### config.mk
export PLATFORM = sky130hd
export DESIGN_NAME = mult_div_seq_flat
export DESIGN_NICKNAME = d
export VERILOG_FILES = /design/src/rtl/mult_div_seq_pkg.sv /design/src/rtl/mult_div_seq_if.sv /design/src/rtl/mult_div_seq_div_step.sv /design/src/rtl/mult_div_seq.sv /design/src/flat_wrapper.sv
export SDC_FILE = /design/constraint.sdc
export NUM_CORES = 1
export LEC_CHECK = 0
export BUFFER_PORTS_ARGS = -buffer_cell sky130_fd_sc_hd__buf_2
export CORE_ASPECT_RATIO = 1.5
export CORE_MARGIN = 2
export CORE_UTILIZATION = 57
export CTS_BUF_LIST = sky130_fd_sc_hd__clkbuf_8
export DETAILED_ROUTE_END_ITERATION = 12
export PLACE_DENSITY = 0.79
export SLEW_MARGIN = 20
export SYNTH_ARGS = -nofsm -noshare
export SYNTH_HDL_FRONTEND = slang
export SYNTH_SLANG_ARGS = --single-unit
### constraint.sdc
create_clock -name clk -period 5.8 [get_ports clk]
set_input_delay 0.29 -clock clk [delete_from_list [all_inputs] [get_ports clk]]
set_output_delay 0.29 -clock clk [all_outputs]
set_load 0.005 [all_outputs]
### src/rtl/mult_div_seq_pkg.sv
// Shared types and constants for the sequential signed multiply/divide unit.
package muldiv_pkg;

  localparam int MD_WIDTH = 32;
  localparam int MD_ITER  = 32;
  localparam int CNT_W    = $clog2(MD_ITER);

  localparam logic OP_MULT = 1'b0;
  localparam logic OP_DIV  = 1'b1;

  typedef enum logic [1:0] {
    IDLE = 2'd0,
    RUN  = 2'd1,
    DONE = 2'd2
  } state_t;

  // Absolute value of a two's-complement word; 0x80000000 maps to itself,
  // which is the correct unsigned magnitude 2^31.
  function automatic logic [MD_WIDTH-1:0] magnitude(input logic [MD_WIDTH-1:0] v);
    return v[MD_WIDTH-1] ? ({MD_WIDTH{1'b0}} - v) : v;
  endfunction

endpackage

### src/rtl/mult_div_seq_if.sv
// Operand/result bundle between the control unit (master) and mult_div_seq (slave).
interface mult_div_seq_if;
  import muldiv_pkg::*;

  logic                start;
  logic                op;
  logic [MD_WIDTH-1:0] a_in;
  logic [MD_WIDTH-1:0] b_in;
  logic [MD_WIDTH-1:0] hi_out;
  logic [MD_WIDTH-1:0] lo_out;
  logic                busy;
  logic                done;
  logic                div_zero;

  modport master (
    output start, op, a_in, b_in,
    input  hi_out, lo_out, busy, done, div_zero
  );

  modport slave (
    input  start, op, a_in, b_in,
    output hi_out, lo_out, busy, done, div_zero
  );

endinterface

### src/rtl/mult_div_seq_div_step.sv
// One restoring-division iteration: shift in the next dividend bit and
// subtract the divisor when it fits.
module div_restore_step
  import muldiv_pkg::*;
(
  input  logic [MD_WIDTH:0]   prem,
  input  logic [MD_WIDTH-1:0] divisor,
  input  logic                dbit,
  output logic [MD_WIDTH:0]   rem,
  output logic                qbit
);

  // Compare on the full shifted value; the subtraction result always fits in
  // MD_WIDTH+1 bits because the old remainder is smaller than the divisor.
  always_comb begin
    qbit = ({prem, dbit} >= {2'b00, divisor});
    rem  = {prem[MD_WIDTH-1:0], dbit} - (qbit ? {1'b0, divisor} : {(MD_WIDTH+1){1'b0}});
  end

endmodule

### src/rtl/mult_div_seq.sv
// Sequential signed 32x32 multiplier (radix-2 Booth) and restoring divider,
// one iteration per clock, results registered for the Hi/Lo registers.
module mult_div_seq
  import muldiv_pkg::*;
(
  input logic           clk,
  input logic           reset,
  mult_div_seq_if.slave bus
);

  state_t                state_reg, state_next;
  logic [CNT_W-1:0]      cnt_reg;
  logic                  op_reg, dz_reg, q_neg_reg, r_neg_reg, guard_reg;
  logic [2*MD_WIDTH-1:0] acc_reg;
  logic [MD_WIDTH:0]     rem_reg;
  logic [MD_WIDTH-1:0]   m_reg, hi_reg, lo_reg;

  logic                  dz_start;
  logic [MD_WIDTH:0]     booth_hi_ext, booth_sum;
  logic [2*MD_WIDTH-1:0] booth_next, div_next;
  logic [MD_WIDTH:0]     step_rem;
  logic                  step_q;
  logic [MD_WIDTH-1:0]   q_mag, res_hi, res_lo;

  assign dz_start = (bus.op == OP_DIV) && (bus.b_in == '0);

  div_restore_step u_div_step (
    .prem    (rem_reg),
    .divisor (m_reg),
    .dbit    (acc_reg[MD_WIDTH-1]),
    .rem     (step_rem),
    .qbit    (step_q)
  );

  // Booth step: add/subtract multiplicand into a sign-extended upper half, then
  // arithmetic-shift the whole accumulator right; the guard takes the old LSB.
  always_comb begin
    booth_hi_ext = {acc_reg[2*MD_WIDTH-1], acc_reg[2*MD_WIDTH-1:MD_WIDTH]};
    unique case ({acc_reg[0], guard_reg})
      2'b01:   booth_sum = booth_hi_ext + {m_reg[MD_WIDTH-1], m_reg};
      2'b10:   booth_sum = booth_hi_ext - {m_reg[MD_WIDTH-1], m_reg};
      default: booth_sum = booth_hi_ext;
    endcase
    booth_next = {booth_sum, acc_reg[MD_WIDTH-1:1]};
  end

  // Division step and final result selection with sign correction.
  always_comb begin
    div_next = {acc_reg[2*MD_WIDTH-1:MD_WIDTH], acc_reg[MD_WIDTH-2:0], step_q};
    q_mag    = {acc_reg[MD_WIDTH-2:0], step_q};
    if (op_reg == OP_MULT) begin
      res_hi = booth_next[2*MD_WIDTH-1:MD_WIDTH];
      res_lo = booth_next[MD_WIDTH-1:0];
    end else begin
      res_hi = r_neg_reg ? ({MD_WIDTH{1'b0}} - step_rem[MD_WIDTH-1:0]) : step_rem[MD_WIDTH-1:0];
      res_lo = q_neg_reg ? ({MD_WIDTH{1'b0}} - q_mag) : q_mag;
    end
  end

  // FSM state register.
  always_ff @(posedge clk or negedge reset) begin
    if (!reset) state_reg <= IDLE;
    else        state_reg <= state_next;
  end

  // FSM next-state logic; start is only looked at in IDLE.
  always_comb begin
    state_next = state_reg;
    unique case (state_reg)
      IDLE:    if (bus.start) state_next = dz_start ? DONE : RUN;
      RUN:     if (cnt_reg == '0) state_next = DONE;
      DONE:    state_next = IDLE;
      default: state_next = IDLE;
    endcase
  end

  // FSM outputs decoded from registered state only.
  always_comb begin
    bus.busy     = (state_reg != IDLE);
    bus.done     = (state_reg == DONE);
    bus.div_zero = (state_reg == DONE) && dz_reg;
  end

  // Datapath: capture operands on accept, iterate in RUN, register results on the last step.
  always_ff @(posedge clk or negedge reset) begin
    if (!reset) begin
      cnt_reg   <= '0;
      op_reg    <= 1'b0;
      dz_reg    <= 1'b0;
      q_neg_reg <= 1'b0;
      r_neg_reg <= 1'b0;
      guard_reg <= 1'b0;
      acc_reg   <= '0;
      rem_reg   <= '0;
      m_reg     <= '0;
      hi_reg    <= '0;
      lo_reg    <= '0;
    end else begin
      unique case (state_reg)
        IDLE: begin
          if (bus.start) begin
            op_reg    <= bus.op;
            dz_reg    <= dz_start;
            cnt_reg   <= CNT_W'(MD_ITER - 1);
            guard_reg <= 1'b0;
            rem_reg   <= '0;
            q_neg_reg <= bus.a_in[MD_WIDTH-1] ^ bus.b_in[MD_WIDTH-1];
            r_neg_reg <= bus.a_in[MD_WIDTH-1];
            if (bus.op == OP_MULT) begin
              m_reg   <= bus.a_in;
              acc_reg <= {{MD_WIDTH{1'b0}}, bus.b_in};
            end else begin
              m_reg   <= magnitude(bus.b_in);
              acc_reg <= {{MD_WIDTH{1'b0}}, magnitude(bus.a_in)};
            end
          end
        end
        RUN: begin
          if (cnt_reg != '0) cnt_reg <= cnt_reg - CNT_W'(1);
          if (op_reg == OP_MULT) begin
            acc_reg   <= booth_next;
            guard_reg <= acc_reg[0];
          end else begin
            acc_reg <= div_next;
            rem_reg <= step_rem;
          end
          if (cnt_reg == '0) begin
            hi_reg <= res_hi;
            lo_reg <= res_lo;
          end
        end
        default: ;
      endcase
    end
  end

  assign bus.hi_out = hi_reg;
  assign bus.lo_out = lo_reg;

endmodule

### src/flat_wrapper.sv
// flat-port wrapper written by rule: the top's interface ports become plain ports
module mult_div_seq_flat import muldiv_pkg::*;
  (clk, reset, bus_start, bus_op, bus_a_in, bus_b_in, bus_hi_out, bus_lo_out, bus_busy, bus_done, bus_div_zero);
  mult_div_seq_if bus_i ();
  input logic clk;
  input logic reset;
  input wire logic [$bits(bus_i.start)-1:0] bus_start;
  input wire logic [$bits(bus_i.op)-1:0] bus_op;
  input wire logic [$bits(bus_i.a_in)-1:0] bus_a_in;
  input wire logic [$bits(bus_i.b_in)-1:0] bus_b_in;
  output wire logic [$bits(bus_i.hi_out)-1:0] bus_hi_out;
  output wire logic [$bits(bus_i.lo_out)-1:0] bus_lo_out;
  output wire logic [$bits(bus_i.busy)-1:0] bus_busy;
  output wire logic [$bits(bus_i.done)-1:0] bus_done;
  output wire logic [$bits(bus_i.div_zero)-1:0] bus_div_zero;
  assign bus_i.start = bus_start;
  assign bus_i.op = bus_op;
  assign bus_i.a_in = bus_a_in;
  assign bus_i.b_in = bus_b_in;
  assign bus_hi_out = bus_i.hi_out;
  assign bus_lo_out = bus_i.lo_out;
  assign bus_busy = bus_i.busy;
  assign bus_done = bus_i.done;
  assign bus_div_zero = bus_i.div_zero;
  mult_div_seq u_core (.clk(clk), .reset(reset), .bus(bus_i));
endmodule
---- Yosys cells after proc, flatten, opt, wreduce, memory -nomap -nowiden ----
Cells that the tools add are included.
storage, ports and cells
  bits of input ports ..................... 68
  word-level logic and storage cells ...... 73
  output and inout port bits .............. 67
  bits in registers ....................... 205
cells by class
  eq/ne operators ......................... 9
  add/subtract/negate cells ............... 8
  reduce and logical (&&, ||, !) cells .... 15
  mux-type cells .......................... 26
  bitwise operators ....................... 1
  $lt $le $gt $ge ......................... 1
operators with widths
  operator               count
  $mux 32                9
  $pmux 33 s2            2
  $mux 64                2
  $pmux 64 s2            1
  $sub 1x32->32 const A  4
  $mux 33                2
  $ge 34x32->1           1
  $add 32x32->33         1
  $sub 32x32->33         1
  $sub 33x32->33         1
  $logic_not 32->1       1
  $mux 5                 2
  $pmux 5 s2             1
  $reduce_and 3->1       3
  $reduce_and 2->1       4
  $mux 2                 3
  $ne 2x1->1 const B     3
  $logic_not 5->1        1
  $reduce_bool 5->1      1
  $sub 5x1->5 const B    1
  $eq 2x1->1 const B     2
  $eq 2x2->1 const B     2
  $ne 2x2->1 const B     2
  $pmux 2 s2             1
  other kinds (6)        9

---- Depth between registers and ports, before layout ----
Gate-level depths: netlist of run 1.
  word-level depth ........................ 6
  depth in mapped cells ................... 26
  mapped depth without buffers ............ 26

---- Hierarchy ----
Synthesis of run 1 repeated with hierarchy kept, for this count alone.
second synthesis, totals
  cell total of the unflattened synthesis .. 2207
  area, all modules ....................... 17362.9 um^2
modules (own cells, without submodules)
  module            area each (um^2)  times used  seq. area each (um^2)  cells each
  mult_div_seq      14710.4           1           5129.9                 1828
  div_restore_step  2652.5            1           0.0                    379

---- Least setup slack after synthesis of run 1 ----
No wires, ideal clock.
  path type ............................... register to register
  from .................................... register u_core.m_reg[0]
  to ...................................... register u_core.hi_reg[31], in the netlist u_core.bus.hi_out[31]
  slack ................................... 0.134 ns
  stages on the path, launching flop included .. 24
  library setup time ...................... 0.087 ns
  data arrival time ....................... 5.580 ns
  period minus slack after synthesis ...... 5.666 ns
  data required time ...................... 5.713 ns
  buffers on the path ..................... 2
  path through ............................ dfrtp_1 ha_1 nand2b_1 a21o_1 a21o_1 a21o_1 a21o_1 a211o_1 a21oi_1 o21bai_1 clkbuf_1 nand2_1 ha_1 buf_2 or4_1 a2111oi_0 a21oi_1 or3_1 or4_4 nand4bb_4 nor4_2 a31oi_1 xnor2_1 o211ai_1
between the ends
  longest elaborated chain between the ends .. 6
  elaborated cells between the ends (all ways) .. 9
  those cells by class .................... add/sub (4); order compare (1); mux (4)
ends and longest elaborated chain
  item                    line                         source
  from (decl)             mult_div_seq.sv:16           logic [MD_WIDTH-1:0] m_reg, hi_reg, lo_reg;
  from (signal assigned)  mult_div_seq.sv:110          m_reg <= bus.a_in;
  from (signal assigned)  mult_div_seq.sv:113          m_reg <= magnitude(bus.b_in);
  $ge 34x32->1            mult_div_seq_div_step.sv:16  qbit = ({prem, dbit} >= {2'b00, divisor});
  $mux 32                 mult_div_seq_div_step.sv:17  rem = {prem[MD_WIDTH-1:0], dbit} - (qbit ? {1'b0, divisor} : {(MD_WIDTH+1){1'b0}});
  $sub 33x32->33          mult_div_seq_div_step.sv:17
  $sub 1x32->32           mult_div_seq.sv:55           res_hi = r_neg_reg ? ({MD_WIDTH{1'b0}} - step_rem[MD_WIDTH-1:0]) : step_rem[MD_WIDTH-1:0];
  $mux 32                 mult_div_seq.sv:55
  $mux 32 *               mult_div_seq.sv:51           if (op_reg == OP_MULT) begin
  to (signal assigned)    mult_div_seq.sv:128          hi_reg <= res_hi;
  to (decl)               mult_div_seq.sv:16
Every way passes the cells marked *; elsewhere a longest branch is shown, timed or not.
A chain may end at the register's enable or synchronous reset.

---- Worst setup path after layout of run 1 ----
  from .................................... register u_core.acc_reg[31]
  to ...................................... register u_core.hi_reg[25], in the netlist u_core.bus.hi_out[25]
between the ends
  longest elaborated chain between the ends .. 6
ends and longest elaborated chain
  item                    line                         source
  from (decl)             mult_div_seq.sv:14           logic [2*MD_WIDTH-1:0] acc_reg;
  from (signal assigned)  mult_div_seq.sv:111          acc_reg <= {{MD_WIDTH{1'b0}}, bus.b_in};
  from (signal assigned)  mult_div_seq.sv:114          acc_reg <= {{MD_WIDTH{1'b0}}, magnitude(bus.a_in)};
  from (signal assigned)  mult_div_seq.sv:121          acc_reg <= booth_next;
  $ge 34x32->1            mult_div_seq_div_step.sv:16
  $mux 32                 mult_div_seq_div_step.sv:17
  $sub 33x32->33 *        mult_div_seq_div_step.sv:17
  $sub 1x32->32           mult_div_seq.sv:55
  $mux 32 *               mult_div_seq.sv:55
  $mux 32 *               mult_div_seq.sv:51
Marks and branches as above.

==> results of run 1 <==
[final timing paths]
| check | cells past startpoint | end |
|---|---|---|
| min in group asynchronous | 2 | u_core.acc_reg[58]$_DFFE_PN0P_ |
| worst max register to register | 25 | u_core.bus.hi_out[25]$_DFFE_PN0P_ |
| worst min-delay path | 3 | u_core.m_reg[8]$_DFFE_PN0P_ |
| worst min register to register | 2 | u_core.bus.hi_out[5]$_DFFE_PN0P_ |
| max in group asynchronous | 3 | u_core.op_reg$_DFFE_PN0P_ |
| worst max-delay path | 25 | u_core.bus.hi_out[25]$_DFFE_PN0P_ |
[timing repair]
action | in CTS | in global routing
hold buffers | 1 | 0
endpoints found under the hold margin | 99 | 0
gates resized for setup | 1 | 25
pin swaps | 0 | 7
setup endpoints to repair | 2 | 16
setup buffers | 0 | 4
[routing by layer]
| layer | vias up | GRT usage | share of wire |
|---|---|---|---|
| li1 | 8132 | - | - |
| met1 | 8375 | 0.398 | 0.35 |
| met2 | 733 | 0.643 | 0.48 |
| met3 | 283 | 0.0356 | 0.045 |
| met4 | 0 | 0.385 | 0.12 |
| met5 | - | 0 | 0 |
[cell families (layout without fill, tap and decap cells)]
group	Yosys count	in the layout	synth area share
other cells	0	1	0
xor+xnor	190	190	0.0966
simple gates	652	652	0.180
fa+ha+maj	106	106	0.0778
buf+inv	199	388	0.0438
flops	205	205	0.298
compound gates	745	745	0.278
mux	44	44	0.0259
[worst max-delay path, stage by stage (launching register included)]
cell and delay [ns]:
sky130_fd_sc_hd__dfrtp_1 0.34, sky130_fd_sc_hd__inv_1 0.06, sky130_fd_sc_hd__ha_1 0.28, sky130_fd_sc_hd__nand2b_1 0.14, sky130_fd_sc_hd__a21o_1 0.18, sky130_fd_sc_hd__a21o_1 0.17, sky130_fd_sc_hd__a21o_1 0.17, sky130_fd_sc_hd__a21o_1 0.17
sky130_fd_sc_hd__a211o_1 0.31, sky130_fd_sc_hd__a21oi_2 0.16, sky130_fd_sc_hd__o21bai_2 0.09, sky130_fd_sc_hd__buf_4 0.20, sky130_fd_sc_hd__nand2_1 0.08, sky130_fd_sc_hd__ha_1 0.27, sky130_fd_sc_hd__buf_4 0.17, sky130_fd_sc_hd__nand2_1 0.07
sky130_fd_sc_hd__o21ai_1 0.09, sky130_fd_sc_hd__o21a_1 0.21, sky130_fd_sc_hd__or3_1 0.37, sky130_fd_sc_hd__a2111o_1 0.46, sky130_fd_sc_hd__or4_4 0.56, sky130_fd_sc_hd__nand4bb_4 0.27, sky130_fd_sc_hd__o31ai_2 0.31, sky130_fd_sc_hd__xnor2_1 0.15
sky130_fd_sc_hd__a211oi_1 0.09, sky130_fd_sc_hd__a21o_1 0.18
[final cells by class]
cell class              instances  area [um^2]
well taps                     400          500
diodes                          1         2.50
inverters                      66          248
flip-flops and latches        205         5130
clock buffers                  43          592
fillers                      2668        10100
repair buffers                259         1640
multi-input cells            1737        11500
clock inverters                20          188
[layout by cell type, fill, tap and decap left out, types with 29 or more instances in the layout]
cell type and instances:
sky130_fd_sc_hd__nand2_1 276, sky130_fd_sc_hd__o21ai_0 217, sky130_fd_sc_hd__dfrtp_1 204, sky130_fd_sc_hd__a21oi_1 155
sky130_fd_sc_hd__nor2_1 133, sky130_fd_sc_hd__buf_2 132, sky130_fd_sc_hd__buf_4 124, sky130_fd_sc_hd__xor2_1 108
sky130_fd_sc_hd__ha_1 102, sky130_fd_sc_hd__xnor2_1 82, sky130_fd_sc_hd__inv_1 71, sky130_fd_sc_hd__a211oi_1 53
sky130_fd_sc_hd__o211ai_1 47, sky130_fd_sc_hd__a22o_1 44, sky130_fd_sc_hd__clkbuf_8 44, sky130_fd_sc_hd__a21o_1 39
sky130_fd_sc_hd__mux2i_1 39, sky130_fd_sc_hd__o31ai_1 36, sky130_fd_sc_hd__nor3_1 32, sky130_fd_sc_hd__nand3_1 29
[stage by stage]
step                      hold WS (ns)  setup WS (ns)  area [um^2]
final                           0.0588          0.167        19800
after detailed placement         0.439        -0.0251        18900
after floorplan               -0.00559          0.134        17200
after global placement           0.431         0.0333        18900
after CTS                       0.0550        0.00747        19700
after global routing            0.0905        -0.0105        19800
==> impl.org, run 1 <==
** Logic synthesis
- Top-area cell type share of the netlist area :: 0.298
- Counting every net in the synthesized netlist gives 2315.
- Summed over all instances, the cell type with the most area after synthesis is sky130_fd_sc_hd__dfrtp_1.
- Main synth FF type :: sky130_fd_sc_hd__dfrtp_1
- After synthesis, the share of flip-flops with an asynchronous set or reset is 1.00.
- Synth cell count leaders :: sky130_fd_sc_hd__nand2_1 (278), sky130_fd_sc_hd__o21ai_0 (219), sky130_fd_sc_hd__dfrtp_1 (205), sky130_fd_sc_hd__a21oi_1 (160), sky130_fd_sc_hd__nor2_1 (138)
- The mapped netlist covers 17200 um^2.
- Counting flops with a built-in enable in the synthesized netlist gives 0.
- Yosys reg bits :: 205
- Synthesis produced 2141 cells.
- Average size of a mapped cell :: 8.05 um^2
- For this run, the register share of the synthesized area comes to 0.298.
- By area the synthesized netlist is led by sky130_fd_sc_hd__dfrtp_1 (30%), sky130_fd_sc_hd__ha_1 (7.6%), sky130_fd_sc_hd__o21ai_0 (6.4%).
- Among all cell types in the netlist, the one instantiated most often is sky130_fd_sc_hd__nand2_1.
- For this run, the number of Yosys warnings is 0.
- The number of different library cells used by synthesis comes to 78.

** Hold path
- Origin of the worst min-delay path :: bus_a_in[8]
- Min-Delay Path Class :: in -> reg

** Worst setup path
- Beginning of the worst register-to-register path :: u_core.acc_reg[31]$_DFFE_PN0P_
- Startpoint of the worst setup timing path :: u_core.acc_reg[31]$_DFFE_PN0P_
- Worst Path Class, Setup :: reg -> reg
- Reg2reg setup slack :: 0.17 ns
- For the worst setup path, the data arrival time is 6.10 ns.
- CP Data Required Time :: 6.27 ns
- Crit-path max FO :: 12
- Capturing element type of the critical path :: flip-flop
- STA classifies the critical path startpoint as a flip-flop.

** Clock network
- Clock latency on the worst-skew pair :: 0.58 ns
- CTS tree :: built
- No sink is reached through more buffers than the 3 on the longest clock path.
- Root Buffer Master :: sky130_fd_sc_hd__clkbuf_8
- The H-tree was split into 2 levels.
- After clock tree synthesis, the clock-pin slew on the worst setup and hold paths is 0.06 ns.
- Inserted Clock Buffers :: 35
- Number of sinks driven by the clock tree :: 205

** Die
- The core region is 30000 um^2.
- Vertical die dimension :: 217 um
- Initial core utilization :: 0.575
- The initialized floorplan defines 78 standard-cell rows.
- Die width :: 146 um
- I/O pin total :: 135
- Die area :: 31700 um^2

** STA
- The number of max-slew violations in the final report was 0.
- Number of endpoints with negative hold slack in the final report :: 0
- Final worst path period share :: 0.971
- In the final timing run, aggregate negative setup slack is 0 ns.
- Worst slew margin relative to its limit :: 0.273
- Number of setup violations in the final report :: 0
- For the pin with the worst max-slew slack, the measured transition is 1.09 ns.
- For this run, the top clock speed supported by timing is 178 MHz.
- Shortest clock period the worst path allows after layout :: 5.63 ns
- On the final layout, the worst clock skew is 0.0438 ns.

** Routing
- In the routed design, unresolved DRC markers number 0.
- Detailed routing inserted a total of 17.5k vias.
- In this run the remaining antenna-violating nets after routing total 0.
- Final WL :: 61.0 mm
- Drt first-iter violations :: 1156
- First-pass iteration count of the detailed router :: 7
- Per-cell routed wire length :: 22.3 um
- Using the TritonRoute via totals, the vias-per-cell ratio works out to 6.42.

** Global route
- Largest net degree at the start of global routing :: 107
- First-pass GRT wire length :: 93.0 mm
- Global-route usage over all layers :: 0.377
- Vias in the first global route :: 16.8k
- Summed over all layers, the global routing overflow is 0.
- The initial antenna violation count was 2.

** Layout
- Proportion of layout cells with a drive suffix above 1 :: 0.164
- Post-layout net count :: 2478
- Final Util :: 0.661
- Leaving out filler cells and counting taps, the final layout contains 2731.
- Number of flip-flops in the largest register :: 64
- Signed area change from the synthesized netlist to the final layout :: 15.0%

** Placement
- In this run, placement finished with an instance count of 2662.
- In this run the tool buffered the top-level ports with 134 buffer cells.
- Detailed Place HPWL :: 46.6 mm
- Routability Congestion :: 0.998

** Status
- The flow ran to the end, and the final reports show no timing, DRC or antenna violations.

** Run
- Number of maximum-capacitance constraint violations :: 0
Power of run 1 is not shown: default switching activity piles up to over one toggle a cycle in this logic, so the estimate is an artifact.
==> run 2, diff against run 1 <==
- CELL_PAD_IN_SITES_DETAIL_PLACEMENT: default -> 0
- CELL_PAD_IN_SITES_GLOBAL_PLACEMENT: default -> 1
- CORE_UTILIZATION: 57 -> 43
- GPL_TIMING_DRIVEN: default -> 0
- PLACE_DENSITY: 0.79 -> default
- PLACE_DENSITY_LB_ADDON: default -> 0.1
==> run 2 against run 1 <==
  * The flow now finishes with violations (design-rule violations, negative setup slack)
  * Final area increased by 3.7%
  * Non-clock buffer count increased by 59
  * Count of clock-buffer cells in the layout increased by 3
  * Die area increased by 32%
  * Routed wire length increased by 22%
  * Setup slack got worse by 0.22 ns
  * Via count increased by 2.2%
  * Largest cell class unchanged
  * Highest routed layer unchanged
==> impl.org, run 2 (synthesized netlist as in run 1, its figures left out) <==
** Layout
- Fill cell count :: 3928 (+47%)
- Signed area change from the synthesized netlist to the final layout :: 19.2%
- The non-filler instance count after layout was 2892 (+5.9%).
- In the layout the commonest cells are sky130_fd_sc_hd__nand2_1 (274), sky130_fd_sc_hd__o21ai_0 (211), sky130_fd_sc_hd__dfrtp_1 (199), sky130_fd_sc_hd__a21oi_1 (144), sky130_fd_sc_hd__nor2_1 (134).
- Post-layout net count :: 2539 (+2.5%)
- Proportion of layout cells with a drive suffix above 1 :: 0.162 (-0.00124)
- Most common library cell in the layout ignoring fill and taps :: sky130_fd_sc_hd__nand2_1
- Number of flip-flops in the largest register :: 64 (unchanged)
- Final Util :: 0.521 (-0.140)
- Final std cell area, no fill :: 20500 um^2 (+3.7%)

** Placement
- The global placement routability congestion was 0.994 (-0.44%).
- Number of I/O port buffers :: 131 (-2.2%)
- The placed instance count came to 2774 (+4.2%).
- The HPWL after detailed placement is 57.8 mm (+24%).
- The instance area at placement was 18600 um^2 (-1.5%).

** Die
- The area of the placeable core is 39400 um^2 (+32%).
- The number of core rows was 89 (+14%).
- Initial core utilization :: 0.437 (-0.138)
- The x dimension of the die was 167 um (+15%).
- The vertical die dimension is 249 um (+15%).
- Die area :: 41700 um^2 (+32%)
- The number of ports placed on the die boundary came to 135 (unchanged).

** Global route
- First-pass GRT wire length :: 111 mm (+19%)
- Gr ovfl total :: 0 (unchanged)
- Largest net degree at the start of global routing :: 91 (-15%)
- The met2 track utilization from global routing came to 0.620 (-0.0234).
- The met1 demand-to-capacity share in global routing was 0.392 (-0.00660).
- After global routing, the most crowded layer is met2.
- Global-route usage over all layers :: 0.352 (-0.0258)
- Global-route track usage on met3 :: 0.0323 (-0.00339)
- Vias in the first global route :: 17.8k (+6.0%)
- Initial antenna violation count :: 0 (-2)

** Routing
- First-pass iteration count of the detailed router :: 10 (+3)
- Total number of vias :: 17.9k (+2.2%)
- Via count normalized by instance count :: 6.19 (-3.5%)
- Final WL :: 74.5 mm (+22%)
- Number of design rule violations left after detail routing :: 8 (+8)
- The count of nets left with antenna violations after detail routing was 0 (unchanged).
- The violation count after the first detailed-route iteration came to 1371 (+19%).
- The average wire length per cell after detail routing is 25.7 um (+15%).

** Clock network
- The maximum buffer depth of the clock tree was 3 (unchanged).
- Number of sinks driven by the clock tree :: 205 (unchanged)
- CTS H-Tree Depth :: 2 (unchanged)
- Register clock-pin slew on the reported worst setup and hold paths :: 0.07 ns (about the same)
- Clock tree synthesis selected as its root buffer the cell sky130_fd_sc_hd__clkbuf_8.
- The insertion delay to the later sink of the worst-skew pair is 0.60 ns (+0.02 ns).
- The TritonCTS buffer count was 37 (+5.7%).
- CTS tree :: built

** Worst setup path
- The number of cells on the worst reg-to-reg path came to 23 (-8.0%).
- The worst setup path is captured at a flip-flop.
- Beginning of the worst register-to-register path :: u_core.m_reg[11]$_DFFE_PN0P_
- In this design, the largest share of critical-path delay is due to compound AO/OA/AOI/OAI gates.
- Crit path launch type :: flip-flop
- Buffer and inverter count on the worst path :: 4 (+1)
- For this design, the slowest cell found on the critical path is sky130_fd_sc_hd__a2111o_1.
- Reg2reg setup slack :: -0.05 ns (-0.22 ns)
- Worst path max stage delay :: 0.52 ns (-0.04 ns)
- Terminus of the critical flop-to-flop path :: u_core.bus.hi_out[27]$_DFFE_PN0P_
- The required time reported for the critical path endpoint came to 6.26 ns (about the same).
- The data arrival time of the worst path came to 6.32 ns (+0.22 ns).
- Ordered list of cells on the worst path :: inv_1 > ha_1 > nand4_1 > nor3_2 > a21oi_4 > o21bai_4 > inv_2 > nor2_2 > ha_2 > inv_2 > fa_2 > a211oi_4 > o211ai_4 > a21oi_4 > xnor2_4 > a2111o_1 > or4_4 > nand4bb_4 > buf_4 > o31ai_4 > xnor2_2 > mux2i_2 > o21ai_0
- Crit-path max FO :: 7 (-5)
- The number of stages on the worst setup path was 23 (-8.0%).
- By startpoint and endpoint, the worst setup path is classified as reg -> reg.

** STA
- Worst-Margin Slew :: 1.12 ns (+0.0320 ns)
- The maximum clock frequency was 171 MHz (-3.7%).
- Number of endpoints with negative hold slack in the final report :: 0 (unchanged)
- Clk_skew :: 0.0473 ns (+0.00345 ns)
- Unrepaired setup endpoints after global routing :: yes
- Max-slew violation count :: 0 (unchanged)
- The worst max-slew margin expressed relative to the limit was 0.252 (-0.0213).
- Number of setup violations in the final report :: 4 (+4)
- The shortest clock period the worst path allows after layout was 5.85 ns (+0.218 ns).
- Final worst path period share :: 1.01 (+0.0375)
- The worst setup margin came to -0.0503 ns (-0.218 ns).

** Hold path
- In this run the worst hold path is classified as in -> reg.
- End point of the worst hold path :: u_core.m_reg[6]$_DFFE_PN0P_
- The worst hold path depth was 3 (unchanged).
- Origin of the worst min-delay path :: bus_a_in[6]

** Run
- Number of maximum-capacitance constraint violations :: 0 (unchanged)

** Status
- Run status :: finished with violations
- Failing checks :: design-rule violations, negative setup slack
run 2: how the worst max path moves through the flow:
stage	startpoint	end	slack, ns
2_1_floorplan	u_core.m_reg[0]$_DFFE_PN0P_	u_core.bus.hi_out[31]$_DFFE_PN0P_	0.13
3_3_place_gp	u_core.m_reg[26]$_DFFE_PN0P_	u_core.bus.hi_out[31]$_DFFE_PN0P_	-2.21
3_5_place_dp	u_core.m_reg[26]$_DFFE_PN0P_	u_core.bus.hi_out[31]$_DFFE_PN0P_	-2.21
4_1_cts	u_core.m_reg[0]$_DFFE_PN0P_	u_core.bus.hi_out[31]$_DFFE_PN0P_	-0.002
5_1_grt	u_core.m_reg[0]$_DFFE_PN0P_	u_core.bus.hi_out[31]$_DFFE_PN0P_	-0.22
6_report	u_core.m_reg[11]$_DFFE_PN0P_	u_core.bus.hi_out[27]$_DFFE_PN0P_	-0.05
run 2: final cells by class:
type | instances | area, um^2 | area share
timing repair buffer | 193 | 1200 | 0.0584
tap | 500 | 626 | 0.0304
clock inverter | 19 | 141 | 0.00688
multi-input combinational | 1737 | 12100 | 0.586
buffer | 125 | 510 | 0.0248
clock buffer | 46 | 633 | 0.0308
antenna | 1 | 2.50 | 0.000122
sequential | 205 | 5140 | 0.250
inverter | 66 | 248 | 0.0121
run 2: what timing repair did:
item                       in CTS  in global routing
hold buffers                    1                  0
setup buffers                  50                  9
pin swaps                      41                 18
resized for setup             109                 46
setup endpoints to repair      51                 17
hold endpoints to repair      173                  0
gates cloned                    1                  0
run 2: worst min-delay path, delay by kind of cell:
kind	cells	cell delay, ns
buffers and inverters	1	0.13
AO/OA/AOI/OAI	2	0.16
run 2: metrics by stage:
stage | TNS, ns | worst slack (ns) | hold slack, ns
2_1_floorplan | 0 | 0.134 | -0.00559
5_1_grt | -1.54 | -0.217 | 0.0816
6_report | -0.117 | -0.0503 | 0.0591
3_5_place_dp | -47.76 | -2.21 | 0.178
3_3_place_gp | -46.51 | -2.21 | 0.455
4_1_cts | -0.00164 | -0.00164 | 0.0376
run 2: routing by layer:
metal | share of wire | vias up
met5 | 0 | -
met1 | 0.37 | 8731
li1 | - | 8258
met3 | 0.044 | 226
met2 | 0.49 | 687
met4 | 0.089 | 0
Power of run 2 is left out for the same reason.
